==> src/rtl/regfile_read_arbiter.sv <==
// regfile_read_arbiter: round-robin arbiter that shares one 16-entry register-source read mux
// among NUM_REQ requesters, with a registered read return one cycle after grant.
//
// Ports:
//   clk, reset         rising-edge clock; synchronous active-high reset
//   req      [N]       per-requester read request, held until granted
//   req_addr [4N]      4-bit register index per requester, slice i = [4i+3:4i]
//   gnt      [N]       one-hot combinational grant (grant implies accept)
//   mux_sel  [4]       combinational select to the register-source mux
//   mux_data [DATA_W]  mux output, combinational from mux_sel
//   rd_data  [DATA_W]  registered read data
//   rd_valid [N]       one-hot owner of rd_data
//   req_lock [N]       burst-hold request (only when REQ_LOCK_EN is defined)
//
// Build option: define REQ_LOCK_EN to add req_lock and the ARB/LOCKED burst FSM
// (at most MAX_LOCK consecutive grants to a locked owner).
module regfile_read_arbiter #(
  parameter int unsigned NUM_REQ  = 4,
  parameter int unsigned DATA_W   = 32,
  parameter int unsigned MAX_LOCK = 8
) (
  input  logic                 clk,
  input  logic                 reset,
  input  logic [NUM_REQ-1:0]   req,
  input  logic [4*NUM_REQ-1:0] req_addr,
  output logic [NUM_REQ-1:0]   gnt,
  output logic [3:0]           mux_sel,
  input  logic [DATA_W-1:0]    mux_data,
  output logic [DATA_W-1:0]    rd_data,
  output logic [NUM_REQ-1:0]   rd_valid
`ifdef REQ_LOCK_EN
  ,
  input  logic [NUM_REQ-1:0]   req_lock
`endif
);

  localparam int unsigned ADDR_W = 4;
  localparam int unsigned PTR_W  = (NUM_REQ > 1) ? $clog2(NUM_REQ) : 1;

  // Elaboration-time guard on the supported parameter range.
  if (NUM_REQ < 2 || NUM_REQ > 8 || MAX_LOCK < 2) begin : g_bad_param
    $error("regfile_read_arbiter: NUM_REQ must be 2..8 and MAX_LOCK >= 2");
  end

  // Unpack the flat address bus into one entry per requester.
  logic [ADDR_W-1:0] addr_arr [NUM_REQ];
  for (genvar gi = 0; gi < NUM_REQ; gi++) begin : g_addr
    assign addr_arr[gi] = req_addr[ADDR_W*gi +: ADDR_W];
  end

  logic [PTR_W-1:0]   ptr_q, ptr_d;
  logic [NUM_REQ-1:0] rd_valid_q, rd_valid_d;
  logic [DATA_W-1:0]  rd_data_q, rd_data_d;

  logic               rr_found;
  logic [PTR_W-1:0]   rr_win;
  logic               grant_en;
  logic [PTR_W-1:0]   win;

`ifdef REQ_LOCK_EN
  localparam int unsigned LOCK_W = $clog2(MAX_LOCK + 1);

  typedef enum logic {ST_ARB, ST_LOCKED} state_e;

  state_e             state_q, state_d;
  logic [PTR_W-1:0]   owner_q, owner_d;
  logic [LOCK_W-1:0]  lock_cnt_q, lock_cnt_d;
  logic [LOCK_W-1:0]  lock_inc;
`endif

  function automatic logic [PTR_W-1:0] ptr_next(input logic [PTR_W-1:0] p);
    if (32'(p) == NUM_REQ - 1) return '0;
    return p + PTR_W'(1);
  endfunction

  // Round-robin scan: first requester at or after ptr, wrapping.
  always_comb begin
    int unsigned      idx;
    logic [PTR_W-1:0] idx_p;
    rr_found = 1'b0;
    rr_win   = '0;
    idx      = 0;
    idx_p    = '0;
    for (int unsigned k = 0; k < NUM_REQ; k++) begin
      idx   = (32'(ptr_q) + k) % NUM_REQ;
      idx_p = PTR_W'(idx);
      if (!rr_found && req[idx_p]) begin
        rr_found = 1'b1;
        rr_win   = idx_p;
      end
    end
  end

  // Grant selection, lock FSM next-state and read-return next-state.
  always_comb begin
    win        = rr_win;
    grant_en   = rr_found;
    ptr_d      = ptr_q;
    rd_valid_d = '0;
    rd_data_d  = rd_data_q;
    gnt        = '0;
    mux_sel    = 4'd0;
`ifdef REQ_LOCK_EN
    state_d    = state_q;
    owner_d    = owner_q;
    lock_cnt_d = lock_cnt_q;
    lock_inc   = lock_cnt_q + LOCK_W'(1);
    case (state_q)
      ST_ARB: begin
        if (rr_found && req_lock[rr_win]) begin
          state_d    = ST_LOCKED;
          owner_d    = rr_win;
          lock_cnt_d = LOCK_W'(1);
        end
      end
      ST_LOCKED: begin
        // Only the owner can be served; everyone else waits out the burst.
        win      = owner_q;
        grant_en = req[owner_q];
        if (grant_en) lock_cnt_d = lock_inc;
        if (!req_lock[owner_q] || !req[owner_q] ||
            (grant_en && lock_inc == LOCK_W'(MAX_LOCK))) begin
          state_d    = ST_ARB;
          lock_cnt_d = '0;
          ptr_d      = ptr_next(owner_q);
        end
      end
      default: state_d = ST_ARB;
    endcase
`endif
    // A request seen during reset is dropped, not deferred.
    if (reset) grant_en = 1'b0;
    if (grant_en) begin
      gnt[win]   = 1'b1;
      mux_sel    = addr_arr[win];
      ptr_d      = ptr_next(win);
      rd_valid_d = gnt;
      rd_data_d  = mux_data;
    end
  end

  always_ff @(posedge clk) begin
    if (reset) begin
      ptr_q      <= '0;
      rd_valid_q <= '0;
      rd_data_q  <= '0;
`ifdef REQ_LOCK_EN
      state_q    <= ST_ARB;
      owner_q    <= '0;
      lock_cnt_q <= '0;
`endif
    end else begin
      ptr_q      <= ptr_d;
      rd_valid_q <= rd_valid_d;
      rd_data_q  <= rd_data_d;
`ifdef REQ_LOCK_EN
      state_q    <= state_d;
      owner_q    <= owner_d;
      lock_cnt_q <= lock_cnt_d;
`endif
    end
  end

  assign rd_data  = rd_data_q;
  assign rd_valid = rd_valid_q;

endmodule

==> config.mk <==
export PLATFORM = sky130hd
export DESIGN_NAME = regfile_read_arbiter
export DESIGN_NICKNAME = d
export VERILOG_FILES = /design/src/rtl/regfile_read_arbiter.sv
export SDC_FILE = /design/constraint.sdc
export NUM_CORES = 1
export LEC_CHECK = 0
export CAP_MARGIN = 20
export CORE_MARGIN = 10
export CORE_UTILIZATION = 39
export CTS_CLUSTER_DIAMETER = 50
export DETAILED_ROUTE_END_ITERATION = 8
export PLACE_DENSITY = 0.95
export SETUP_SLACK_MARGIN = 0.1
export SLEW_MARGIN = 20
export SYNTH_ARGS = -nofsm -noshare
export SYNTH_HDL_FRONTEND = slang
export SYNTH_SLANG_ARGS = --single-unit
==> constraint.sdc <==
create_clock -name clk -period 5.3 [get_ports clk]
set_input_delay 1.59 -clock clk [delete_from_list [all_inputs] [get_ports clk]]
set_output_delay 1.59 -clock clk [all_outputs]
set_load 0.01 [all_outputs]
# == After elaboration in Yosys (flattened, before gate mapping) ==
# Index checks and enable logic that the tools add are counted.
# classes
order_cmp,7
muxes,28
n_addsub,4
eq_ne,1
n_bitwise,1
reduce_logical,7
# ops
op,count
4-bit 2-to-1 mux,4
"2-bit by 3-bit < comparator with 1-bit output, second input constant",5
1-bit 2-to-1 mux,12
2-bit 2-to-1 mux,6
1-bit binary-select mux with 2-bit select,4
4-bit binary-select mux with 2-bit select,1
"2-bit by 1-bit adder with 2-bit output, second input constant",2
"2-bit adder, second input constant",2
1-bit logical AND,4
"3-bit >= comparator, second input constant",1
1-bit logical NOT,3
2-bit inverter with 3-bit output,1
1-bit demux with 2-bit select,1
"2-bit == test, second input constant",1
"2-bit by 1-bit >= comparator with 1-bit output, second input constant",1
# totals
output_inout_bits,44
inputBits,54
wordCells,51
register_bits,38

# == Longest topological paths before layout ==
# depth
depth_word,17
depth_mapped,8
mapped_depth_nobuf,7

# == Worst setup path after synthesis ==
# OpenSTA, ideal clock, no wires.
# synth_timing
kind,in2out
start,in req[2]
end,out gnt[0]
slack_ns,1.192
required_ns,3.710
n_path_buf,0
arrival_ns,2.518
cell_stages,6
path_cell_list,mux2i_1 -> nor2_1 -> nor3_2 -> inv_1 -> ha_1 -> and2_1
# synth_between
elab_chain_cells,17
word_cells_on_any_way,29
cone_classes,order compare (2); mux (20); reduce/logical (7)
# synth_lines
item,line_no,source
from (decl),24,"input logic [NUM_REQ-1:0] req,"
1-bit binary-select mux with 2-bit select,87,if (!rr_found && req[idx_p]) begin
1-bit 2-to-1 mux (implied by the code),87,
1-bit 2-to-1 mux,87,
1-bit logical NOT,87,
1-bit logical AND,87,
1-bit 2-to-1 mux,87,
1-bit logical NOT,87,
1-bit logical AND,87,
1-bit 2-to-1 mux,87,
1-bit logical NOT,87,
1-bit logical AND,87,
2-bit 2-to-1 mux,87,
2-bit by 3-bit < comparator with 1-bit output (implied by the code) / 2-bit by 1-bit >= comparator with 1-bit output (equally long branches),134,gnt[win] = 1'b1;
1-bit logical AND (implied by the code),134,
1-bit 2-to-1 mux (implied by the code),134,
1-bit demux with 2-bit select,134,
4-bit 2-to-1 mux (*),n/a,
to (decl),26,"output logic [NUM_REQ-1:0] gnt,"
# Mark *: on every way between the ends. The rest lies on a longest branch, timed or not. The select of a mux whose other input is x is not followed.

# == Worst setup path after layout ==
# layout_timing
start,in req[3]
end,out gnt[2]
# The elaborated chain is that of the path after synthesis.

==> summary.md <==
| Metric | Value |
|---|---|
| CTS Buf Count | `5` |
| Setup ws final | `about 0.21 ns` |
| Clk_lat worst skew | `0.28 ns` |
| Max-Cap Viols | `0` |
| Max Buffers Root-to-Sink | `2` |
| Worst-Margin Slew | `between 0.6 and 0.7 ns` |
| Total congestion overflow | `0` |
| Routed length per instance | `14.37 um` |
| Worst Hold End | `rd_data[27]$_SDFFE_PP0P_` |
| Footprint of the multi-input gates | `roughly 750 um2` |
| Fill cells | `330` |
| Required time worst endpoint | `3.71 ns` |
| Fin. max-slew vios | `0` |
| Inserted Diodes | `0` |
| Count of cell types in the netlist | `20` |
| Initial core utilization | `39.92%` |
| Syn Inst Count | `around 190` |
| Cells on worst reg2reg path | `8` |
| Syn_nets | `250` |
| Initial antenna violation count | `0` |
| Sw Share | `25.89%` |
| Drt drc | `0` |
| Clock share of power | `28.6%` |
| Sink Count | `38` |
| Mapped Area | `about 1600 um2` |
| Int Power | `~0.52 mW` |
| Clock transition at the registers of the reported paths | `around 0.070 ns` |
| Row cnt | `23` |
| Nets@finish | `approximately 350` |
| Crit Path Max Fanout | `5` |
| Top post-synthesis cells by area | `dfxtp_1 (48%), nand2_1 (16%), a21oi_1 (11%)` |
| Core ar. | `3943 um2` |
| Synthesized area per cell | `8.198 um2` |
| PD cells | `258.6 nW/um2` |
| Die area | `~7000 um2` |
| GP Congestion | `around 0.73` |
| Reg-to-Reg End | `ptr_q[1]$_SDFFE_PP0P_` |
| Hpwl dp | `slightly below 4000 um` |
| Sequential standard cell area | `760.7 um2` |
| Commonest non-fill, non-tap cell in the layout | `clkdlybuf4s50_1` |
| Layout cells sized above 1 | `6.873%` |
| Hold crit path type | `reg2reg` |
| R2R Path Start | `ptr_q[1]$_SDFFE_PP0P_` |
| Period utilisation layout | `95.99%` |
| Setup repair after global routing missed its margin | `true` |
| Fin util | `slightly below 70%` |
| Comb power frac | `26.3%` |
| Crit path kind | `in2out` |
| Fin. Hold Viols | `0` |
| Largest net degree at the start of global routing | `35` |
| Outcome | `complete, no violations` |
| Final min period | `5.087 ns` |
| Min-delay src | `rd_data[27]$_SDFFE_PP0P_` |
| CTS H-tree depth | `2` |
| CP arrival | `3.50 ns` |
| #FFs+latches synth | `38` |
| Clock Skews | `0.0002122 ns` |
| FF-to-FF setup slack | `3.56 ns` |
| # hold bufs at CTS | `0` |
| Area leader, netlist | `dfxtp_1` |
| Leakage | `roughly 1.2 nW` |
| Die width | `83.53 um` |
| Sum of negative setup slack | `0 ns` |
| Via count of the routed design | `around 1600` |
| Critical path endpoint category | `primary output` |
| Type of origin of the critical path | `primary input` |
| Dpl ws | `0.02327 ns` |
| Hold depth | `2` |
| NetSw | `0.1821 mW` |
| Max VDD drop | `around 0.00011 V` |
| Port Buf Inserts | `97` |
| Warnings, synthesis | `0` |
| Detail Route Antenna Nets | `0` |
| Fmax | `196.6 MHz` |
| Post-synth top area share | `around half` |
| # IOs | `98` |
| Global-route wire length before repair | `8107 um` |
| Initial DRC Count | `approximately 80` |
| CTS tree | `built` |
| Die Y | `~84 um` |
| Area grow syn2layout | `72.73%` |
| Seq/Total Area, Yosys | `roughly half` |
| Pwr Total | `0.7032 mW` |
| Final setup viols | `0` |
| Most frequent cells in the layout | `clkdlybuf4s50_1 (93), nand2_1 (69), dfxtp_1 (38)` |
| Vias in the first global route | `1645` |
| Routed wire length | `around 4900 um` |
| Flop pwr share | `45.1%` |
| All-Layer GR Usage | `13.82%` |
| Via/cell ratio | `4.745` |
| Root buffer cell | `clkbuf_8` |
| DRT Pass-1 Iters | `4` |
| Rel. slew slack | `59.46%` |
## worst max-delay path, stage by stage
cell and delay (ns):
clkdlybuf4s50_1 0.57, a21oi_1 0.11, nor3_4 0.28, inv_1 0.12, ha_1 0.21, and2_1 0.13
clkdlybuf4s50_1 0.49
## per-layer routing
metal | GRT usage, % | share of wire (%) | vias up
met2 | 24.93 | 53 | 64
met5 | 0 | 0 | -
met1 | 14.46 | 38 | 720
met3 | 4.980 | 8.1 | 4
met4 | 4.566 | 1.0 | 0
li1 | - | - | 830
## area by class of cell
cell class,count,area share (%)
Sequential cell,38,27.98
Multi-Input combinational cell,139,27.75
Inverter,3,0.4142
Clock buffer,6,3.037
Clock inverter,2,0.4602
Tap cell,50,2.301
Timing Repair Buffer,103,38.06
## power groups by stage
stage,clock (mW),sequential (mW),combinational [mW]
final,0.201,0.317,0.185
after global routing,0.219,0.320,0.200
after CTS,0.207,0.317,0.187
after detailed placement,0,0.323,0.187
after global placement,0,0.322,0.181
after floorplan,0,0.331,0.0684
## worst max path at each step
stage / start / end / cells past startpoint
after global placement: req[2] / gnt[2] / 8
after floorplan: req[2] / gnt[0] / 6
after CTS: req[1] / gnt[3] / 9
after global routing: req[3] / gnt[2] / 7
final: req[3] / gnt[2] / 7
after detailed placement: req[0] / gnt[3] / 9
## synth_stat cells, drive strengths merged
library cell   n
nor3b          1
inv            3
o21a           1
nor4           1
and2           8
nand2         69
nor2           2
nor3           1
o22ai          5
dfxtp         38
a21oi         36
mux2i          9
clkbuf         4
buf            8
a211oi         1
or4            1
ha             4
## stage by stage
stage / cells / cell area [um2] / hold WS [ns]
2_1_floorplan: 192 / 1574 / 0.4761
3_3_place_gp: 333 / 2605 / 0.4368
4_1_cts: 341 / 2699 / 0.4539
3_5_place_dp: 333 / 2605 / 0.4428
6_report: 341 / 2719 / 0.4508
5_1_grt: 341 / 2719 / 0.4649
## repair_timing
item | 4_1_cts | 5_1_grt
buffers inserted | 0 | 0
setup endpoints to repair | 7 | 8
pin swaps | 1 | 0
gates resized for setup | 1 | 5
endpoints found under the hold margin | 0 | 0
## registers in the layout (all words and copies together), names as in the netlist
register	flops
rd_data	32
rd_valid	4
ptr_q	2
## kinds of logic after synthesis
logic type                 after synthesis  synth area share [%]
AOI/OAI and AO/OA                       43                 15.18
adders and majority gates                4                 3.180
buffers and inverters                   15                 4.530
DFF                                     38                 48.33
muxes                                    9                 5.724
and+or+nand+nor                         83                 23.05
Power figures use the tool's default switching activity.
